`config.mk`:
```
export PLATFORM = sky130hd
export DESIGN_NAME = ws2812_cmd_flat
export DESIGN_NICKNAME = d
export VERILOG_FILES = /design/src/rtl/ws2812_cmd_if.sv /design/src/rtl/ws2812_cmd.sv /design/src/flat_wrapper.sv
export SDC_FILE = /design/constraint.sdc
export NUM_CORES = 1
export LEC_CHECK = 0
export BUFFER_PORTS_ARGS = -buffer_cell sky130_fd_sc_hd__buf_2
export CORE_AREA = 2 2 88 69
export CTS_CLUSTER_DIAMETER = 30
export CTS_CLUSTER_SIZE = 28
export DETAILED_ROUTE_END_ITERATION = 6
export DIE_AREA = 0 0 90 71
export GPL_ROUTABILITY_DRIVEN = 0
export GPL_TIMING_DRIVEN = 1
export PLACE_DENSITY = 0.72
export SYNTH_ARGS = -nofsm -noshare
export SYNTH_HDL_FRONTEND = slang
export SYNTH_SLANG_ARGS = --single-unit
```
`constraint.sdc`:
```
create_clock -name clk_in -period 3.5 [get_ports clk_in]
set_input_delay 0.7 -clock clk_in [delete_from_list [all_inputs] [get_ports clk_in]]
set_output_delay 0.7 -clock clk_in [all_outputs]
set_load 0.05 [all_outputs]
```
`src/rtl/ws2812_cmd_if.sv`:
```
// Byte-stream input from the SPI slave and the frame-RAM write port to the sequencer.
interface ws2812_cmd_if;
   logic        byte_vld_in;
   logic [7:0]  byte_data_in;
   logic        dc_in;
   logic        wr_en_out;
   logic [5:0]  wr_addr_out;
   logic [7:0]  wr_data_out;
   logic [3:0]  wr_byte_en_out;
   logic        wr_done_out;
   logic [15:0] rst_cnt_out;

   // Command front end: consumes bytes, drives the RAM write port.
   modport slave (
      input  byte_vld_in, byte_data_in, dc_in,
      output wr_en_out, wr_addr_out, wr_data_out, wr_byte_en_out, wr_done_out, rst_cnt_out
   );

   // Byte source / write-port observer.
   modport master (
      output byte_vld_in, byte_data_in, dc_in,
      input  wr_en_out, wr_addr_out, wr_data_out, wr_byte_en_out, wr_done_out, rst_cnt_out
   );
endinterface

```
`src/rtl/ws2812_cmd.sv`:
```
// Command/configuration front end: decodes SPI bytes into frame-RAM writes,
// reset-code length updates and frame-start pulses.
module ws2812_cmd #(
   parameter logic [15:0] RST_CNT_DEF = 16'd400
) (
   input  logic         clk_in,
   input  logic         rst_n_in,
   ws2812_cmd_if.slave  bus
);

   localparam logic [7:0] CMD_CONF = 8'h2A;
   localparam logic [7:0] CMD_ADDR = 8'h2B;
   localparam logic [7:0] CMD_DATA = 8'h2C;
   localparam logic [7:0] CMD_SHOW = 8'h2D;
   localparam logic [3:0] LANE_LINK = 4'b1000;

   typedef enum logic [2:0] {StIdle, StConfH, StConfL, StAddr, StData} state_e;

   state_e      r_state, w_state_d;
   logic        r_wr_en, w_wr_en_d;
   logic [5:0]  r_wr_addr, w_wr_addr_d;
   logic [7:0]  r_wr_data, w_wr_data_d;
   logic [3:0]  r_wr_be, w_wr_be_d;
   logic        r_wr_done, w_wr_done_d;
   logic [15:0] r_rst_cnt, w_rst_cnt_d;
   logic [7:0]  r_msb, w_msb_d;
   // Write pointer: lane/address the next data byte will use.
   logic [5:0]  r_ptr_addr, w_ptr_addr_d;
   logic [3:0]  r_ptr_lane, w_ptr_lane_d;
   logic        w_write;

   // State and output registers, all cleared asynchronously.
   always_ff @(posedge clk_in or negedge rst_n_in) begin
      if (!rst_n_in) begin
         r_state    <= StIdle;
         r_wr_en    <= 1'b0;
         r_wr_addr  <= '0;
         r_wr_data  <= '0;
         r_wr_be    <= LANE_LINK;
         r_wr_done  <= 1'b0;
         r_rst_cnt  <= RST_CNT_DEF;
         r_msb      <= '0;
         r_ptr_addr <= '0;
         r_ptr_lane <= LANE_LINK;
      end else begin
         r_state    <= w_state_d;
         r_wr_en    <= w_wr_en_d;
         r_wr_addr  <= w_wr_addr_d;
         r_wr_data  <= w_wr_data_d;
         r_wr_be    <= w_wr_be_d;
         r_wr_done  <= w_wr_done_d;
         r_rst_cnt  <= w_rst_cnt_d;
         r_msb      <= w_msb_d;
         r_ptr_addr <= w_ptr_addr_d;
         r_ptr_lane <= w_ptr_lane_d;
      end
   end

   // Byte decode: next state, pointer advance and registered outputs.
   always_comb begin
      w_state_d    = r_state;
      w_wr_en_d    = 1'b0;
      w_wr_done_d  = 1'b0;
      w_wr_data_d  = r_wr_data;
      w_rst_cnt_d  = r_rst_cnt;
      w_msb_d      = r_msb;
      w_ptr_addr_d = r_ptr_addr;
      w_ptr_lane_d = r_ptr_lane;
      w_write      = 1'b0;

      if (bus.byte_vld_in) begin
         if (!bus.dc_in) begin
            // Any command aborts the current state; a partial word stays partial.
            w_ptr_lane_d = LANE_LINK;
            case (bus.byte_data_in)
               CMD_CONF: w_state_d = StConfH;
               CMD_ADDR: w_state_d = StAddr;
               CMD_DATA: w_state_d = StData;
               CMD_SHOW: begin
                  w_wr_done_d = 1'b1;
                  w_state_d   = StIdle;
               end
               default:  w_state_d = StIdle;
            endcase
         end else begin
            unique case (r_state)
               StConfH: begin
                  w_msb_d   = bus.byte_data_in;
                  w_state_d = StConfL;
               end
               StConfL: begin
                  w_rst_cnt_d = {r_msb, bus.byte_data_in};
                  w_state_d   = StIdle;
               end
               StAddr: begin
                  w_ptr_addr_d = bus.byte_data_in[5:0];
                  w_ptr_lane_d = LANE_LINK;
                  w_state_d    = StIdle;
               end
               StData: begin
                  w_write     = 1'b1;
                  w_wr_en_d   = 1'b1;
                  w_wr_data_d = bus.byte_data_in;
                  if (r_ptr_lane[0]) begin
                     w_ptr_lane_d = LANE_LINK;
                     w_ptr_addr_d = r_ptr_addr + 6'd1;
                  end else begin
                     w_ptr_lane_d = {1'b0, r_ptr_lane[3:1]};
                  end
               end
               default: ;
            endcase
         end
      end

      // A write shows the lane being written; otherwise show where the next byte goes.
      w_wr_addr_d = w_write ? r_ptr_addr : w_ptr_addr_d;
      w_wr_be_d   = w_write ? r_ptr_lane : w_ptr_lane_d;
   end

   assign bus.wr_en_out      = r_wr_en;
   assign bus.wr_addr_out    = r_wr_addr;
   assign bus.wr_data_out    = r_wr_data;
   assign bus.wr_byte_en_out = r_wr_be;
   assign bus.wr_done_out    = r_wr_done;
   assign bus.rst_cnt_out    = r_rst_cnt;

endmodule
```
`src/flat_wrapper.sv`:
```
// flat-port wrapper written by rule: the top's interface ports become plain ports
module ws2812_cmd_flat 
#(
   parameter logic [15:0] RST_CNT_DEF = 16'd400
)
  (clk_in, rst_n_in, bus_byte_vld_in, bus_byte_data_in, bus_dc_in, bus_wr_en_out, bus_wr_addr_out, bus_wr_data_out, bus_wr_byte_en_out, bus_wr_done_out, bus_rst_cnt_out);
  ws2812_cmd_if bus_i ();
  input  logic clk_in;
  input  logic rst_n_in;
  input wire logic [$bits(bus_i.byte_vld_in)-1:0] bus_byte_vld_in;
  input wire logic [$bits(bus_i.byte_data_in)-1:0] bus_byte_data_in;
  input wire logic [$bits(bus_i.dc_in)-1:0] bus_dc_in;
  output wire logic [$bits(bus_i.wr_en_out)-1:0] bus_wr_en_out;
  output wire logic [$bits(bus_i.wr_addr_out)-1:0] bus_wr_addr_out;
  output wire logic [$bits(bus_i.wr_data_out)-1:0] bus_wr_data_out;
  output wire logic [$bits(bus_i.wr_byte_en_out)-1:0] bus_wr_byte_en_out;
  output wire logic [$bits(bus_i.wr_done_out)-1:0] bus_wr_done_out;
  output wire logic [$bits(bus_i.rst_cnt_out)-1:0] bus_rst_cnt_out;
  assign bus_i.byte_vld_in = bus_byte_vld_in;
  assign bus_i.byte_data_in = bus_byte_data_in;
  assign bus_i.dc_in = bus_dc_in;
  assign bus_wr_en_out = bus_i.wr_en_out;
  assign bus_wr_addr_out = bus_i.wr_addr_out;
  assign bus_wr_data_out = bus_i.wr_data_out;
  assign bus_wr_byte_en_out = bus_i.wr_byte_en_out;
  assign bus_wr_done_out = bus_i.wr_done_out;
  assign bus_rst_cnt_out = bus_i.rst_cnt_out;
  ws2812_cmd #(.RST_CNT_DEF(RST_CNT_DEF)) u_core (.clk_in(clk_in), .rst_n_in(rst_n_in), .bus(bus_i));
endmodule
```
==> results by stage <==
Setup path:
- The path type of the worst setup path is input port to flop.
- The slowest stage of the critical path is the nand2_1 cell.
- The signal on the critical path passes through buf_2, nand2_1, nor4b_4, buf_4, mux2_2.
- The critical path launch point type is an input port.
- The endpoint arrival time on the critical path is 2.23 ns.
- The highest net fanout along the worst path is 16.
- On the worst path, the slowest cell contributes a delay of 0.38 ns.
- STA puts the critical path data required time at 3.72 ns.
- The number of buffers and inverters on the critical path is 2.
- The reg-to-reg critical path endpoint is u_core.bus.wr_data_out[4]$_DFFE_PN0P_.
- The number of cells on the worst reg-to-reg path is 3.
- The worst register-to-register path begins at u_core.r_state[2]$_DFFE_PN0P_.
- On the critical path the largest part of the delay comes from simple AND/OR/NAND/NOR gates.
- The setup slack of the worst register-to-register path is 1.53 ns.
- STA classifies the critical path endpoint as a flop.

Timing:
- The maximum clock frequency is 0.4974 GHz.
- The total negative slack for setup checks is 0 ns.
- The remaining max-slew budget at the tightest pin is 0.5341.
- In the finished design, the share of the clock period the worst path needs comes to 0.5744.
- The final-report max-slew violation count is 0.
- Across the routed clock network, the largest skew measured is 0.008302 ns.
- The worst path in the final design needs a cycle of 2.010 ns, including I/O delays and setup.
- After layout, the worst setup slack is 1.490 ns.
- Setup repair after global routing left no endpoint under its margin.
- Setup violations remaining at the end of the flow were counted as 0.
- The transition at the pin with the smallest max-transition slack is 0.6988 ns.
- The final number of hold-violating endpoints is 0.

Layout:
- After the last flow step, the layout net total stands at 249.
- The share of cells above drive strength 1 is 0.4606.
- The number of antenna cells inserted is 0.
- The area growth from synthesis to layout is 22.51%.
- The layout has 504 filler cells.

Synthesis:
- The leading cell type by number of instances after synthesis is dfrtp_1.
- By area the synthesized netlist is led by dfrtp_1 (54%), mux2_2 (17%), dfstp_2 (5.4%).
- The most used flip-flop cell after synthesis is dfrtp_1.
- The number of flops mapped to enable cells by yosys is 0.
- Of the post-synthesis cell area, the dominant cell type holds 0.5394.
- The commonest cells after synthesis are dfrtp_1 (52), mux2_2 (37), nand2_1 (12).
- The cell count after synthesis is 182.
- Of all cell types, the one taking the most synthesized area is dfrtp_1.
- The flip-flop and latch count after synthesis is 57.
- The post-synth design cell area is 2412 um^2.
- The proportion of synthesized flip-flops having asynchronous set or reset is 1.000.
- Synthesis produced a netlist with a net count of 195.
- The number of library cell types mapped by synthesis is 38.
- The number of synthesis warnings is 0.
- The sequential fraction of the synthesis area is 0.5939.
- In this run the mean area of a mapped cell was 13.25 um^2.

CTS:
- The count of instances resized after the clock tree is built is 0.
- TritonCTS built the clock tree.
- The number of H-tree levels is 3.
- The tree is rooted in a clkbuf_8.
- The clock latency of the later-clocked register in the worst-skew pair is 0.33 ns.
- The clock-pin slew on the worst setup and hold paths is 0.07 ns.
- Clock tree synthesis found a total of 57 sinks.
- The clock passes through at most 2 buffers.
- The number of buffers inserted during clock tree synthesis is 9.
- After clock tree synthesis, the setup repair step added 0 buffers.
- Hold repair after CTS inserted 0 buffers.

Die:
- The area enclosed by the die boundary is 6390 um^2.
- Measured along the y axis, the die boundary spans 71 um.
- The number of top-level design ports is 48.
- The placeable core region is 5585 um^2.
- For this configuration, the core starts out at a cell density of 0.4319.
- The die is 90 um wide.
- The floorplan has 24 rows.

Power and ir drop:
- Power spread over the standard cell area amounts to 608.3 nW/um^2.
- Across the VDD grid, the largest voltage drop is 0.3176 mV.
- The completed layout was analyzed and its total power is 1.798 mW.
- The static leakage is 1.427 nW.

Routing:
- For this block, the via count after detailed routing is 1,586.
- The aggregate routed wire length is 4669 um.
- For this run, design rule violations remaining after detail routing come to 0.
- The detail-routed net length per standard cell is 14.64 um.
- The detailed-routing iteration count for the pre-antenna-repair pass is 4.
- The count of antenna-violating nets left after detailed routing is 0.
- Dividing the detail-routed via count by the number of cells gives 4.972.
- The number of DRC markers in iteration 0 is 85.

Placed design:
- The post-placement worst setup slack is 1.113 ns.
- Port buffering added 47 buffers.
- Detailed placement finished with a half-perimeter wire length of 3112 um.

GRT:
- Entering global routing, the biggest net connects 58 pins.
- The first global-routing pass estimated 7783 um of wire.
- The number of global-route vias before repair is 1,554.
- Summed over all layers, the global routing overflow is 0.
- The number of antenna violations at the first check in global routing came to 0.
- The global routing usage summed across all routing layers is 0.1565.

Outcome:
- The flow ran to the end, and the final reports show no timing, DRC or antenna violations.

Min path:
- The worst min-delay path category is input port to async pin.

Flow run:
- The number of max-cap violations is 0.
## metrics by stage
| stage | hold WS [ns] | utilization | cell area (um^2) | cells |
|---|---|---|---|---|
| floorplan | 0.4044 | - | 2412 | 182 |
| global placement | 0.4818 | 0.4870 | 2720 | 303 |
| detailed placement | 0.4910 | 0.4870 | 2720 | 303 |
| CTS | 0.5076 | 0.5291 | 2955 | 319 |
| global route | 0.5246 | 0.5291 | 2955 | 319 |
| finish | 0.5019 | 0.5291 | 2955 | 319 |
## placed cells by master (no fill, tap or decap), types with 2 or more instances in the layout
master,instances
dfrtp_1,52
buf_2,47
mux2_2,37
nand2_1,12
clkbuf_8,9
o21ai_0,8
nor3_1,7
a21oi_1,6
nor2b_1,5
nor2_1,5
dfstp_2,5
nand3b_1,3
nand3_1,3
a22o_1,3
nand4_1,3
a22oi_1,3
bufinv_16,3
buf_4,3
a31oi_1,2
nor3b_1,2
inv_1,2
clkbuf_1,2
## state kept, by name (all words and copies together) (netlist names)
signal,flops
u_core.bus.wr_byte_en_out,4
u_core.r_msb,8
u_core.r_state,3
u_core.r_ptr_lane,4
u_core.bus.wr_done_out,1
u_core.bus.wr_en_out,1
u_core.bus.wr_addr_out,6
u_core.bus.rst_cnt_out,16
u_core.r_ptr_addr,6
u_core.bus.wr_data_out,8
## worst register-to-register path: stages (launching register included)
cell     delay, ns
dfrtp_1       0.59
or3b_1        0.59
nor2_8        0.30
mux2_2        0.37
## routing by layer
layer  track usage  routed length [um]  up-vias
li1              -                   -      768
met1        0.2199                2291      763
met2        0.2256                2033       48
met3       0.06603                 293        7
met4       0.04103                  51        0
met5             0                   0        -
## area by class of cell
| class | count | area [um^2] | area share |
|---|---|---|---|
| clock buffer | 11 | 131.4 | 0.04445 |
| tap | 78 | 97.59 | 0.03302 |
| timing repair buffer | 50 | 257.7 | 0.08721 |
| clock inverter | 5 | 103.9 | 0.03514 |
| multi-input combinational | 116 | 924.6 | 0.3129 |
| inverter | 2 | 7.507 | 0.002540 |
| sequential | 57 | 1433 | 0.4848 |
## kinds of logic (layout without fill, tap and decap cells)
logic type	count (synthesis)	after routing	share of synthesized area
buffers and inverters	9	68	0.02282
and+or+nand+nor	52	52	0.1354
muxes	38	38	0.1769
AOI/OAI and AO/OA	25	25	0.06587
adders and majority gates	1	1	0.005186
DFF	57	57	0.5939
## worst max path at each step
stage | from | to | cells past startpoint
after global routing | bus_byte_vld_in | u_core.bus.rst_cnt_out[2]$_DFFE_PN0P_ | 5
after CTS | bus_byte_vld_in | u_core.bus.rst_cnt_out[14]$_DFFE_PN0P_ | 5
after floorplan | bus_byte_vld_in | u_core.bus.rst_cnt_out[6]$_DFFE_PN0P_ | 5
final | bus_byte_vld_in | u_core.bus.rst_cnt_out[14]$_DFFE_PN0P_ | 5
after global placement | bus_byte_vld_in | u_core.bus.rst_cnt_out[3]$_DFFE_PN0P_ | 5
after detailed placement | bus_byte_vld_in | u_core.bus.rst_cnt_out[14]$_DFFE_PN0P_ | 5
## power breakdown
part / total, mW / internal (mW) / leakage, nW / switching, mW
clock: 0.725 / 0.473 / 0.118 / 0.251
combinational: 0.318 / 0.0839 / 0.583 / 0.234
sequential: 0.755 / 0.724 / 0.727 / 0.0318
total: 1.80 / 1.28 / 1.43 / 0.517
Note: power is estimated with default switching activity, not from simulation.
